[config.mk]
export PLATFORM = sky130hd
export DESIGN_NAME = uart_fifo_controller
export DESIGN_NICKNAME = d
export VERILOG_FILES = /design/src/rtl/uart_pkg.sv /design/src/rtl/uart_sync_fifo.sv /design/src/rtl/uart_fifo_controller.sv
export SDC_FILE = /design/constraint.sdc
export NUM_CORES = 1
export LEC_CHECK = 0
export ABC_CLOCK_PERIOD_IN_PS = 6400
export CAP_MARGIN = 10
export CORE_ASPECT_RATIO = 1.5
export CORE_MARGIN = 2
export CORE_UTILIZATION = 45
export DETAILED_ROUTE_END_ITERATION = 8
export PLACE_DENSITY = 0.61
export SLEW_MARGIN = 40
export SYNTH_ARGS = -nofsm -noshare
export SYNTH_HDL_FRONTEND = slang
export SYNTH_SLANG_ARGS = --single-unit
[constraint.sdc]
create_clock -name clk -period 6.4 [get_ports clk]
set_input_delay 0.64 -clock clk [delete_from_list [all_inputs] [get_ports clk]]
set_output_delay 0.64 -clock clk [all_outputs]
set_load 0.05 [all_outputs]
[src/rtl/uart_pkg.sv]
// Shared definitions for the UART core: parity encodings, FSM state types
// and small constant/helper functions used by the top level and the FIFOs.
package uart_pkg;

    localparam logic [1:0] PAR_NONE = 2'd0;
    localparam logic [1:0] PAR_EVEN = 2'd1;
    localparam logic [1:0] PAR_ODD  = 2'd2;

    typedef enum logic [2:0] {
        TX_IDLE,
        TX_START,
        TX_DATA,
        TX_PARITY,
        TX_STOP
    } tx_state_t;

    typedef enum logic [2:0] {
        RX_IDLE,
        RX_START,
        RX_DATA,
        RX_PARITY,
        RX_STOP
    } rx_state_t;

    // Smallest r with 2**r >= value (0 for value <= 1).
    function automatic int clog2(input int value);
        int result;
        result = 0;
        while ((1 << result) < value) result++;
        return result;
    endfunction

    // Parity bit for up to 9 data bits (unused upper bits must be zero).
    function automatic logic parity(input logic [8:0] data, input logic [1:0] mode);
        logic ones;
        ones = ^data;
        case (mode)
            PAR_EVEN: return ones;
            PAR_ODD:  return ~ones;
            default:  return 1'b0;
        endcase
    endfunction

endpackage

[src/rtl/uart_sync_fifo.sv]
// Synchronous FIFO with wrap-bit pointers and first-word fall-through read:
// rd_data always shows the entry at the read pointer while not empty.
module uart_sync_fifo
    import uart_pkg::*;
#(
    parameter int WIDTH = 8,
    parameter int DEPTH = 16
) (
    input  logic             clk,
    input  logic             reset,
    input  logic             wr_en,
    input  logic [WIDTH-1:0] wr_data,
    output logic             full,
    input  logic             rd_en,
    output logic [WIDTH-1:0] rd_data,
    output logic             empty
);

    localparam int AW = clog2(DEPTH);

    logic [WIDTH-1:0] mem [DEPTH];
    logic [AW:0]      wr_ptr;
    logic [AW:0]      rd_ptr;
    logic             do_wr;
    logic             do_rd;

    assign full    = (wr_ptr[AW] != rd_ptr[AW]) && (wr_ptr[AW-1:0] == rd_ptr[AW-1:0]);
    assign empty   = (wr_ptr == rd_ptr);
    assign do_wr   = wr_en && !full;
    assign do_rd   = rd_en && !empty;
    assign rd_data = mem[rd_ptr[AW-1:0]];

    // Pointer update; blocked push/pop simply leave their pointer alone
    always_ff @(posedge clk or posedge reset) begin
        if (reset) begin
            wr_ptr <= '0;
            rd_ptr <= '0;
        end else begin
            if (do_wr) wr_ptr <= wr_ptr + 1'b1;
            if (do_rd) rd_ptr <= rd_ptr + 1'b1;
        end
    end

    // Storage array, written only on an accepted push
    always_ff @(posedge clk) begin
        if (do_wr) mem[wr_ptr[AW-1:0]] <= wr_data;
    end

endmodule

[src/rtl/uart_fifo_controller.sv]
// Full-duplex UART with TX/RX FIFOs, configurable frame format and internal
// loopback. All timing derives from a single oversample enable tick.
module uart_fifo_controller
    import uart_pkg::*;
#(
    parameter int CLOCK_RATE    = 25000000,
    parameter int BAUD_RATE     = 9600,
    parameter int RX_OVERSAMPLE = 16,
    parameter int DATA_BITS     = 8,
    parameter int PARITY        = 0,
    parameter int STOP_BITS     = 1,
    parameter int FIFO_DEPTH    = 16
) (
    input  logic                 clk,
    input  logic                 reset,
    input  logic [DATA_BITS-1:0] i_Tx_Byte,
    input  logic                 i_Tx_Valid,
    output logic                 o_Tx_Ready,
    output logic [DATA_BITS-1:0] o_Rx_Byte,
    output logic                 o_Rx_Parity_Err,
    output logic                 o_Rx_Frame_Err,
    output logic                 o_Rx_Valid,
    input  logic                 i_Rx_Ready,
    output logic                 o_Rx_Overrun,
    input  logic                 i_Err_Clr,
    input  logic                 i_Loopback,
    input  logic                 i_Rx_Data,
    output logic                 o_Tx_Data,
    output logic                 o_Tx_Active
);

    localparam int DIV_RAW = CLOCK_RATE / (BAUD_RATE * RX_OVERSAMPLE);
    localparam int DIV     = (DIV_RAW < 1) ? 1 : DIV_RAW;
    localparam int DIV_W   = clog2(DIV + 1);
    localparam int CNT_W   = clog2(RX_OVERSAMPLE);
    localparam int RXW     = DATA_BITS + 2;

    localparam logic [CNT_W-1:0] CNT_FULL  = CNT_W'(RX_OVERSAMPLE - 1);
    localparam logic [CNT_W-1:0] CNT_HALF  = CNT_W'(RX_OVERSAMPLE / 2 - 1);
    localparam logic [3:0]       BIT_LAST  = 4'(DATA_BITS - 1);
    localparam logic [3:0]       STOP_LAST = 4'(STOP_BITS - 1);
    localparam logic [1:0]       PAR_MODE  = 2'(PARITY);

    // ---------------- tick generator ----------------
    logic [DIV_W-1:0] div_cnt;
    logic             tick;

    assign tick = (div_cnt == DIV_W'(DIV - 1));

    // Free-running divider emitting one enable tick per wrap
    always_ff @(posedge clk or posedge reset) begin
        if (reset)     div_cnt <= '0;
        else if (tick) div_cnt <= '0;
        else           div_cnt <= div_cnt + 1'b1;
    end

    // ---------------- TX path ----------------
    tx_state_t            tx_state, tx_state_d;
    logic [CNT_W-1:0]     tx_cnt, tx_cnt_d;
    logic [3:0]           tx_bit, tx_bit_d;
    logic [DATA_BITS-1:0] tx_shift, tx_shift_d;
    logic                 tx_par, tx_par_d;
    logic                 tx_line, tx_line_d;
    logic                 tx_end, tx_load, tx_pop;
    logic                 tx_full, tx_empty;
    logic [DATA_BITS-1:0] tx_head;

    uart_sync_fifo #(.WIDTH(DATA_BITS), .DEPTH(FIFO_DEPTH)) u_tx_fifo (
        .clk     (clk),
        .reset   (reset),
        .wr_en   (i_Tx_Valid),
        .wr_data (i_Tx_Byte),
        .full    (tx_full),
        .rd_en   (tx_pop),
        .rd_data (tx_head),
        .empty   (tx_empty)
    );

    assign tx_end = tick && (tx_cnt == CNT_FULL);

    // TX next-state: bit sequencing, and a FIFO pop whenever a new frame is loaded
    always_comb begin
        tx_state_d = tx_state;
        tx_cnt_d   = tx_cnt;
        tx_bit_d   = tx_bit;
        tx_shift_d = tx_shift;
        tx_par_d   = tx_par;
        tx_line_d  = tx_line;
        tx_load    = 1'b0;
        tx_pop     = 1'b0;
        if (tick && tx_state != TX_IDLE) tx_cnt_d = tx_end ? '0 : tx_cnt + 1'b1;
        case (tx_state)
            TX_IDLE: begin
                tx_line_d = 1'b1;
                tx_load   = !tx_empty;
            end
            TX_START: begin
                if (tx_end) begin
                    tx_state_d = TX_DATA;
                    tx_bit_d   = '0;
                    tx_line_d  = tx_shift[0];
                end
            end
            TX_DATA: begin
                if (tx_end) begin
                    if (tx_bit == BIT_LAST) begin
                        tx_bit_d = '0;
                        if (PARITY != 0) begin
                            tx_state_d = TX_PARITY;
                            tx_line_d  = tx_par;
                        end else begin
                            tx_state_d = TX_STOP;
                            tx_line_d  = 1'b1;
                        end
                    end else begin
                        tx_bit_d   = tx_bit + 1'b1;
                        tx_shift_d = tx_shift >> 1;
                        tx_line_d  = tx_shift[1];
                    end
                end
            end
            TX_PARITY: begin
                if (tx_end) begin
                    tx_state_d = TX_STOP;
                    tx_line_d  = 1'b1;
                end
            end
            TX_STOP: begin
                if (tx_end) begin
                    if (tx_bit == STOP_LAST) begin
                        tx_state_d = TX_IDLE;
                        tx_load    = !tx_empty;
                    end else begin
                        tx_bit_d = tx_bit + 1'b1;
                    end
                end
            end
            default: tx_state_d = TX_IDLE;
        endcase
        // Loading straight from STOP keeps back-to-back frames gap-free
        if (tx_load) begin
            tx_pop     = 1'b1;
            tx_state_d = TX_START;
            tx_cnt_d   = '0;
            tx_shift_d = tx_head;
            tx_par_d   = parity(9'(tx_head), PAR_MODE);
            tx_line_d  = 1'b0;
        end
    end

    // TX control registers; reset drives the line high immediately
    always_ff @(posedge clk or posedge reset) begin
        if (reset) begin
            tx_state <= TX_IDLE;
            tx_cnt   <= '0;
            tx_bit   <= '0;
            tx_line  <= 1'b1;
        end else begin
            tx_state <= tx_state_d;
            tx_cnt   <= tx_cnt_d;
            tx_bit   <= tx_bit_d;
            tx_line  <= tx_line_d;
        end
    end

    // TX data registers (shift value and precomputed parity)
    always_ff @(posedge clk) begin
        tx_shift <= tx_shift_d;
        tx_par   <= tx_par_d;
    end

    assign o_Tx_Data   = tx_line;
    assign o_Tx_Active = (tx_state != TX_IDLE);
    assign o_Tx_Ready  = !tx_full;

    // ---------------- RX path ----------------
    rx_state_t            rx_state, rx_state_d;
    logic [CNT_W-1:0]     rx_cnt, rx_cnt_d;
    logic [3:0]           rx_bit, rx_bit_d;
    logic [DATA_BITS-1:0] rx_shift, rx_shift_d;
    logic                 rx_perr, rx_perr_d;
    logic [1:0]           rx_sync;
    logic                 lb_sel, rx_line, rx_prev, rx_mid, rx_push;
    logic                 rx_full, rx_empty;
    logic [RXW-1:0]       rx_push_data, rx_head;

    assign rx_line      = lb_sel ? tx_line : rx_sync[1];
    assign rx_mid       = tick && (rx_cnt == CNT_FULL);
    assign rx_push_data = {~rx_line, rx_perr, rx_shift};

    // Pin synchroniser, loopback select (frozen while a frame is in progress), edge history
    always_ff @(posedge clk or posedge reset) begin
        if (reset) begin
            rx_sync <= 2'b11;
            lb_sel  <= 1'b0;
            rx_prev <= 1'b1;
        end else begin
            rx_sync <= {rx_sync[0], i_Rx_Data};
            if (rx_state == RX_IDLE) lb_sel <= i_Loopback;
            rx_prev <= rx_line;
        end
    end

    // RX next-state: start qualification at half bit, then centre sampling
    always_comb begin
        rx_state_d = rx_state;
        rx_cnt_d   = rx_cnt;
        rx_bit_d   = rx_bit;
        rx_shift_d = rx_shift;
        rx_perr_d  = rx_perr;
        rx_push    = 1'b0;
        if (tick && rx_state != RX_IDLE) rx_cnt_d = rx_mid ? '0 : rx_cnt + 1'b1;
        case (rx_state)
            RX_IDLE: begin
                rx_cnt_d = '0;
                if (rx_prev && !rx_line) rx_state_d = RX_START;
            end
            RX_START: begin
                if (tick && rx_cnt == CNT_HALF) begin
                    rx_cnt_d = '0;
                    if (rx_line) begin
                        rx_state_d = RX_IDLE;
                    end else begin
                        rx_state_d = RX_DATA;
                        rx_bit_d   = '0;
                        rx_perr_d  = 1'b0;
                    end
                end
            end
            RX_DATA: begin
                if (rx_mid) begin
                    rx_shift_d = {rx_line, rx_shift[DATA_BITS-1:1]};
                    if (rx_bit == BIT_LAST) rx_state_d = (PARITY != 0) ? RX_PARITY : RX_STOP;
                    else                    rx_bit_d   = rx_bit + 1'b1;
                end
            end
            RX_PARITY: begin
                if (rx_mid) begin
                    rx_perr_d  = rx_line ^ parity(9'(rx_shift), PAR_MODE);
                    rx_state_d = RX_STOP;
                end
            end
            RX_STOP: begin
                if (rx_mid) begin
                    rx_push    = 1'b1;
                    rx_state_d = RX_IDLE;
                end
            end
            default: rx_state_d = RX_IDLE;
        endcase
    end

    // RX control registers
    always_ff @(posedge clk or posedge reset) begin
        if (reset) begin
            rx_state <= RX_IDLE;
            rx_cnt   <= '0;
            rx_bit   <= '0;
        end else begin
            rx_state <= rx_state_d;
            rx_cnt   <= rx_cnt_d;
            rx_bit   <= rx_bit_d;
        end
    end

    // RX data registers (assembled byte and its parity flag)
    always_ff @(posedge clk) begin
        rx_shift <= rx_shift_d;
        rx_perr  <= rx_perr_d;
    end

    // Sticky overrun; a new drop wins over a simultaneous clear
    always_ff @(posedge clk or posedge reset) begin
        if (reset)                   o_Rx_Overrun <= 1'b0;
        else if (rx_push && rx_full) o_Rx_Overrun <= 1'b1;
        else if (i_Err_Clr)          o_Rx_Overrun <= 1'b0;
    end

    uart_sync_fifo #(.WIDTH(RXW), .DEPTH(FIFO_DEPTH)) u_rx_fifo (
        .clk     (clk),
        .reset   (reset),
        .wr_en   (rx_push),
        .wr_data (rx_push_data),
        .full    (rx_full),
        .rd_en   (i_Rx_Ready),
        .rd_data (rx_head),
        .empty   (rx_empty)
    );

    assign o_Rx_Valid = !rx_empty;
    assign {o_Rx_Frame_Err, o_Rx_Parity_Err, o_Rx_Byte} = rx_empty ? '0 : rx_head;

endmodule

==> impl_metrics.py, run 1 <==
metrics = {
    "logic_synthesis": {
        "synth_top_cell_by_area": "edfxtp_1",
        "netlist_area_mm2": 0.0149,
        "syn_area_per_cell_um2": 17.4,
        "synth_compound_area_share_pct": 3.87,
        "yosys-top-cells-area": "edfxtp_1, mux4_2, dfrtp_1",
        "async_flop_share_pct": 15.5,
        "seq_area_frac_synth_pct": 71.1,
        "synthesis.instances": 853,
        "synthFlopType": "edfxtp_1",
        "synth-xor-area-share_pct": 2.18,
        "ys_seq_elements": 361,
        "syn_nets": 885,
        "synth_top_area_share_pct": 61.6,
        "yosys_warnings": 0,
        "synth_top_family_by_area": "multiplexers",
        "synth_edf_count": 305,
        "synthAdderAreaFrac_pct": 1.43,
        "synthSimpleGateAreaFrac_pct": 6.95,
        "muxShareOfSynthArea_pct": 12.8,
        "ys_types": 63,
    },
    "place": {
        "dp_hpwl_um": 19100,
        "gp_congestion": 0.753,
        "place_area_mm2": 0.0156,
        "portBuffers": 29,
    },
    "layout": {
        "layout_common_cells": "edfxtp_1, mux4_2, dfrtp_1",
        "drive_gt1_share_pct": 18.1,
        "n_antenna_cell": 0,
        "syn2layout_area_growth_pct": 13.0,
        "finish.instance_area_mm2": 0.0168,
        "mostFrequentLayoutCell": "edfxtp_1",
        "fin_nets": 922,
        "num-fill-cells": 2655,
    },
    "timing": {
        "setup_tns_ns": 0,
        "fmax_ghz": 0.233,
        "period_share_pct": 67.2,
        "setup_viol": 0,
        "finClkSkew_ns": 0.0133,
        "whs_ns": 0.355,
        "tightest_slew_ns": 0.814,
        "maxSlewHeadroom_pct": 45.7,
        "rsz0062_at_grt": "false",
        "drv_slew": 0,
        "hold_viol_final": 0,
        "period_minus_slack_ns": 4.30,
    },
    "cts": {
        "clock_latency_ns": 0.53,
        "ctsLongestPathBuffers": 3,
        "cts_tree": "yes",
        "cts_buffers": 36,
        "post_cts_buffers": 0,
        "cts_resized": 0,
        "cts_htree_levels": 2,
        "clkTransAtPathRegs_ns": 0.06,
        "cts_root_buf": "clkbuf_16",
        "cts.sinks": 361,
        "hold_buffers": 0,
    },
    "flow_run": {
        "cap_viol_max_count": 0,
    },
    "critical_path": {
        "critical_path.cell_chain": "buf_4, mux4_2, mux4_2, nor2b_1, clkdlybuf4s50_1",
        "r2r_setup_slack_ns": 3.37,
        "critPathSlowestCell": "dfrtp_4",
        "crit_arrival_ns": 3.66,
        "start_kind": "flop",
        "worst_path_largest_cell_delay_ns": 0.72,
        "criticalPathCategory": "reg -> out",
        "critPathRequiredTime_ns": 5.76,
        "cp-end-kind": "primary output",
        "path_max_fanout": 23,
        "path_common_cell": "mux4_2",
    },
    "detailed_routing": {
        "routed_wire_length_per_instance_um": 22.8,
        "viasPerCell": 5.63,
        "vias": 7497,
        "drtIter0Drc": 479,
        "ant_nets": 0,
        "drc": 0,
        "postRouteWirelength_um": 30400,
        "drtPass1Iterations": 4,
    },
    "floorplan": {
        "die_x_um": 152,
        "start_util_pct": 45.7,
        "num_rows": 81,
        "die_h_um": 227,
        "pin_count": 30,
        "die_area_mm2": 0.0345,
        "core_mm2": 0.0325,
    },
    "power": {
        "p_leak_nw": 5.57,
        "powerDensity_mw_per_mm2": 399,
        "ir_drop_mv": 0.285,
    },
    "grt": {
        "grtUsageTotal_pct": 17.9,
        "antenna_found_initial": 0,
        "grt_pass1_vias": 7914,
        "grt_pass1_wl_um": 46400,
        "grt-ovfl-total": 0,
        "grt_max_degree": 57,
    },
    "run_status": {
        "status": "completed",
    },
    "worst_hold_path": {
        "min_path_type": "reg -> reg",
    },
}
-- logic make-up after synthesis --
kind of cell             after synthesis
flip-flops                           361
XOR/XNOR                              37
AND/OR/NAND/NOR                      183
buffers and inverters                 60
adder cells (fa/ha/maj)               17
multiplexers                         108
AO/OA/AOI/OAI                         87
-- stage by stage --
stage          cells  power (mW)  worst slack, ns  utilization [%]
3_3_place_gp    1267        4.69             2.36             47.9
4_1_cts         1332        6.79             1.77             51.5
3_5_place_dp    1267        4.71             2.34             48.0
2_1_floorplan    853        4.19             3.56                -
6_report        1332        6.70             2.10             51.6
5_1_grt         1332        7.00             1.88             51.6
-- critical path, delay by kind of cell, from the launching register on --
family	cells	cell delay [ns]
mux	2	1.05
buf+inv	2	1.18
flops	1	0.72
simple gates	1	0.15
-- layout make-up --
class                   instances  area [µm²]  area share [%]
clock buffers                  48         977            5.82
clock inverters                17         168           0.998
inverters                      15        56.3           0.335
multi-input cells             432        4090            24.4
flip-flops and latches        361       10600            63.0
well taps                     415         519            3.09
repair buffers                 44         410            2.44
-- per-layer routing --
metal	global-route usage [%]	routed length [µm]	vias to the layer above
li1	-	-	3439
met1	20.2	11600	3876
met2	34.1	16900	133
met3	2.94	1060	49
met4	6.45	803	0
met5	0	0	-
-- worst paths after layout --
check | from | end | depth (start not counted)
max reg2reg | u_tx_fifo.rd_ptr[2]$_DFFE_PP0P_ | u_tx_fifo.mem[4][7]$_DFFE_PP_ | 6
min reg2reg | rx_sync[0]$_DFF_PP1_ | rx_sync[1]$_DFF_PP1_ | 0
max in group asynchronous | reset | u_rx_fifo.rd_ptr[0]$_DFFE_PP0P_ | 3
min | rx_sync[0]$_DFF_PP1_ | rx_sync[1]$_DFF_PP1_ | 0
min in group asynchronous | reset | u_tx_fifo.wr_ptr[3]$_DFFE_PP0P_ | 3
max | u_rx_fifo.rd_ptr[0]$_DFFE_PP0P_ | o_Rx_Parity_Err | 5
-- sequential cells by signal (all words and copies together), names as in the netlist --
register	count
u_tx_fifo.mem	128
u_rx_fifo.mem	160
o_Rx_Overrun	1
u_tx_fifo.wr_ptr	5
u_tx_fifo.rd_ptr	5
rx_sync	2
rx_shift	8
rx_perr	1
rx_prev	1
o_Tx_Data	1
rx_bit	4
u_rx_fifo.wr_ptr	5
div_cnt	8
tx_state	3
tx_bit	4
rx_state	3
tx_cnt	4
lb_sel	1
u_rx_fifo.rd_ptr	5
tx_shift	8
rx_cnt	4
-- synth_stat cells, types with 2 or more instances --
| cell | count |
|---|---|
| a211oi_1 | 3 |
| a21boi_0 | 2 |
| a21o_1 | 2 |
| a21oi_1 | 17 |
| a221oi_1 | 11 |
| a22oi_1 | 6 |
| a31oi_1 | 8 |
| and2_1 | 2 |
| and3_1 | 18 |
| and4b_1 | 2 |
| buf_1 | 4 |
| buf_2 | 16 |
| clkbuf_1 | 24 |
| dfrtp_1 | 52 |
| dfstp_2 | 4 |
| edfxtp_1 | 305 |
| ha_1 | 17 |
| inv_1 | 15 |
| mux2_2 | 6 |
| mux2i_1 | 37 |
| mux4_2 | 65 |
| nand2_1 | 25 |
| nand2b_1 | 10 |
| nand3_1 | 18 |
| nand3b_1 | 5 |
| nand4_1 | 9 |
| nor2_1 | 41 |
| nor2b_1 | 16 |
| nor3_1 | 9 |
| nor3b_1 | 5 |
| nor4_1 | 3 |
| nor4bb_1 | 2 |
| o21ai_0 | 23 |
| o22ai_1 | 3 |
| or3_1 | 2 |
| or3b_2 | 4 |
| xnor2_1 | 20 |
| xor2_1 | 17 |
-- power breakdown --
part	internal, mW	leakage, nW	switching [mW]	total [mW]
registers	2.71	3.40	0.153	2.86
logic	0.790	1.62	0.989	1.78
clock network	1.20	0.550	0.861	2.06
(Power assumes the default switching activity.)
==> run 2, diff against run 1 <==
- ABC_CLOCK_PERIOD_IN_PS: 6400 -> 3800
- PLACE_DENSITY: 0.61 -> 0.63
- clock period: 6.4 -> 3.8 ns (I/O delays scaled with it)
==> impl_metrics.py, run 2 (same netlist as run 1, synthesis figures left out) <==
metrics = {
    "layout": {
        "register_area_mm2": 0.0106,
        "layout_common_cells": "edfxtp_1, mux4_2, dfrtp_1",
        "n_antenna_cell": 0,
        "largest_reg_flops": 160,
        "stdcell_count": 1343,
        "multi_input_area_mm2": 0.00405,
        "finish.instance_area_mm2": 0.0169,
        "mostFrequentLayoutCell": "edfxtp_1",
        "num-fill-cells": 2617,
        "fin_nets": 933,
        "syn2layout_area_growth_pct": 14.0,
        "drive_gt1_share_pct": 19.8,
    },
    "floorplan": {
        "pin_count": 30,
        "num_rows": 81,
        "die_h_um": 227,
        "die_x_um": 152,
        "start_util_pct": 45.7,
        "core_mm2": 0.0325,
        "die_area_mm2": 0.0345,
    },
    "cts": {
        "cts_root_buf": "clkbuf_16",
        "clock_latency_ns": 0.52,
        "cts_resized": 0,
        "cts_htree_levels": 2,
        "clkTransAtPathRegs_ns": 0.06,
        "ctsLongestPathBuffers": 3,
        "cts.sinks": 361,
        "hold_buffers": 0,
        "post_cts_buffers": 0,
        "cts_tree": "yes",
        "cts_buffers": 36,
    },
    "timing": {
        "finClkSkew_ns": 0.0219,
        "fmax_ghz": 0.312,
        "period_minus_slack_ns": 3.21,
        "setup_tns_ns": 0,
        "whs_ns": 0.267,
        "tightest_slew_ns": 0.837,
        "hold_viol_final": 0,
        "maxSlewHeadroom_pct": 44.2,
        "setup_viol": 0,
        "rsz0062_at_grt": "false",
        "period_share_pct": 84.4,
        "drv_slew": 0,
    },
    "power": {
        "switchingPower_mw": 3.44,
        "ir_drop_mv": 0.459,
        "power.total_mw": 11.7,
        "switching_share_pct": 29.6,
        "powerDensity_mw_per_mm2": 688,
        "p_leak_nw": 5.72,
        "power_frac_clock_pct": 32.7,
        "power.internal_mw": 8.21,
        "combPwrFrac_pct": 26.5,
        "seqPwrFrac_pct": 40.8,
    },
    "grt": {
        "grtUsageTotal_pct": 18.9,
        "grt-ovfl-total": 0,
        "grt_pass1_vias": 7971,
        "grt_pass1_wl_um": 48700,
        "antenna_found_initial": 0,
        "grt_max_degree": 52,
    },
    "run_status": {
        "status": "completed",
    },
    "critical_path": {
        "r2r_setup_slack_ns": 1.10,
        "start_kind": "flop",
        "reg2reg_depth": 4,
        "criticalPathCategory": "reg -> out",
        "r2r-start": "div_cnt[2]$_DFF_PP0_",
        "cp-end-kind": "primary output",
        "worstReg2RegEnd": "tx_shift[2]$_DFFE_PP_",
        "path_max_fanout": 22,
        "crit_arrival_ns": 2.83,
        "critPathRequiredTime_ns": 3.42,
    },
    "place": {
        "dpl.cell_count": 1278,
        "place_area_mm2": 0.0157,
        "gp_congestion": 0.813,
        "portBuffers": 29,
        "dp_hpwl_um": 21400,
    },
    "detailed_routing": {
        "postRouteWirelength_um": 31800,
        "ant_nets": 0,
        "drtIter0Drc": 541,
        "vias": 7544,
        "drc": 0,
        "drtPass1Iterations": 5,
        "routed_wire_length_per_instance_um": 23.7,
        "viasPerCell": 5.62,
    },
    "flow_run": {
        "cap_viol_max_count": 0,
    },
    "worst_hold_path": {
        "min_path_type": "in -> async",
    },
}
run 2: changes by cell type in the layout (fill, tap and decap cells not counted), sizes merged:
cell           previous run  this run
buf                      15        37
inv                      17        15
clkbuf                   48        43
clkinv                   10        15
bufinv                    3         7
clkdlybuf4s50            29        18
clkinvlp                  2         0
run 2: worst max path at each step:
stage	startpoint	end
after floorplan	div_cnt[2]$_DFF_PP0_	u_rx_fifo.mem[3][0]$_DFFE_PP_
after global placement	u_rx_fifo.rd_ptr[0]$_DFFE_PP0P_	o_Rx_Byte[6]
after detailed placement	u_rx_fifo.rd_ptr[0]$_DFFE_PP0P_	o_Rx_Byte[6]
after CTS	u_rx_fifo.rd_ptr[0]$_DFFE_PP0P_	o_Rx_Byte[6]
after global routing	u_rx_fifo.rd_ptr[1]$_DFFE_PP0P_	o_Rx_Frame_Err
final	u_rx_fifo.rd_ptr[0]$_DFFE_PP0P_	o_Rx_Frame_Err
run 2: routing by layer:
layer | GRT usage, % | up-vias | share of wire (%)
li1 | - | 3465 | -
met1 | 21.3 | 3869 | 38
met2 | 36.1 | 151 | 55
met3 | 2.54 | 59 | 3.0
met4 | 7.21 | 0 | 3.4
met5 | 0 | - | 0
run 2: layout make-up:
cell class,instances,share of cell area (%)
sequential,361,62.4
multi-input combinational,432,23.9
clock buffer,43,5.78
tap,415,3.07
timing repair buffer,55,2.80
clock inverter,22,1.74
inverter,15,0.347
run 2: critical path, cell delays in order (launching register included):
cell,delay (ns)
dfrtp_2,0.63
buf_12,0.27
mux4_2,0.58
mux4_2,0.46
nor2b_1,0.15
buf_4,0.19
run 2: stage by stage:
step	util, %	setup slack (ns)
floorplan	-	1.11
global placement	48.1	1.10
detailed placement	48.1	1.09
CTS	52.1	0.525
global route	52.1	0.422
finish	52.1	0.592
run 2: power by group through the flow:
| stage | sequential, mW | clock (mW) | combinational [mW] |
|---|---|---|---|
| 3_5_place_dp | 4.84 | 0 | 3.14 |
| 2_1_floorplan | 4.72 | 0 | 2.34 |
| 3_3_place_gp | 4.83 | 0 | 3.14 |
| 4_1_cts | 4.75 | 3.90 | 3.15 |
| 6_report | 4.75 | 3.81 | 3.09 |
| 5_1_grt | 4.78 | 4.04 | 3.31 |
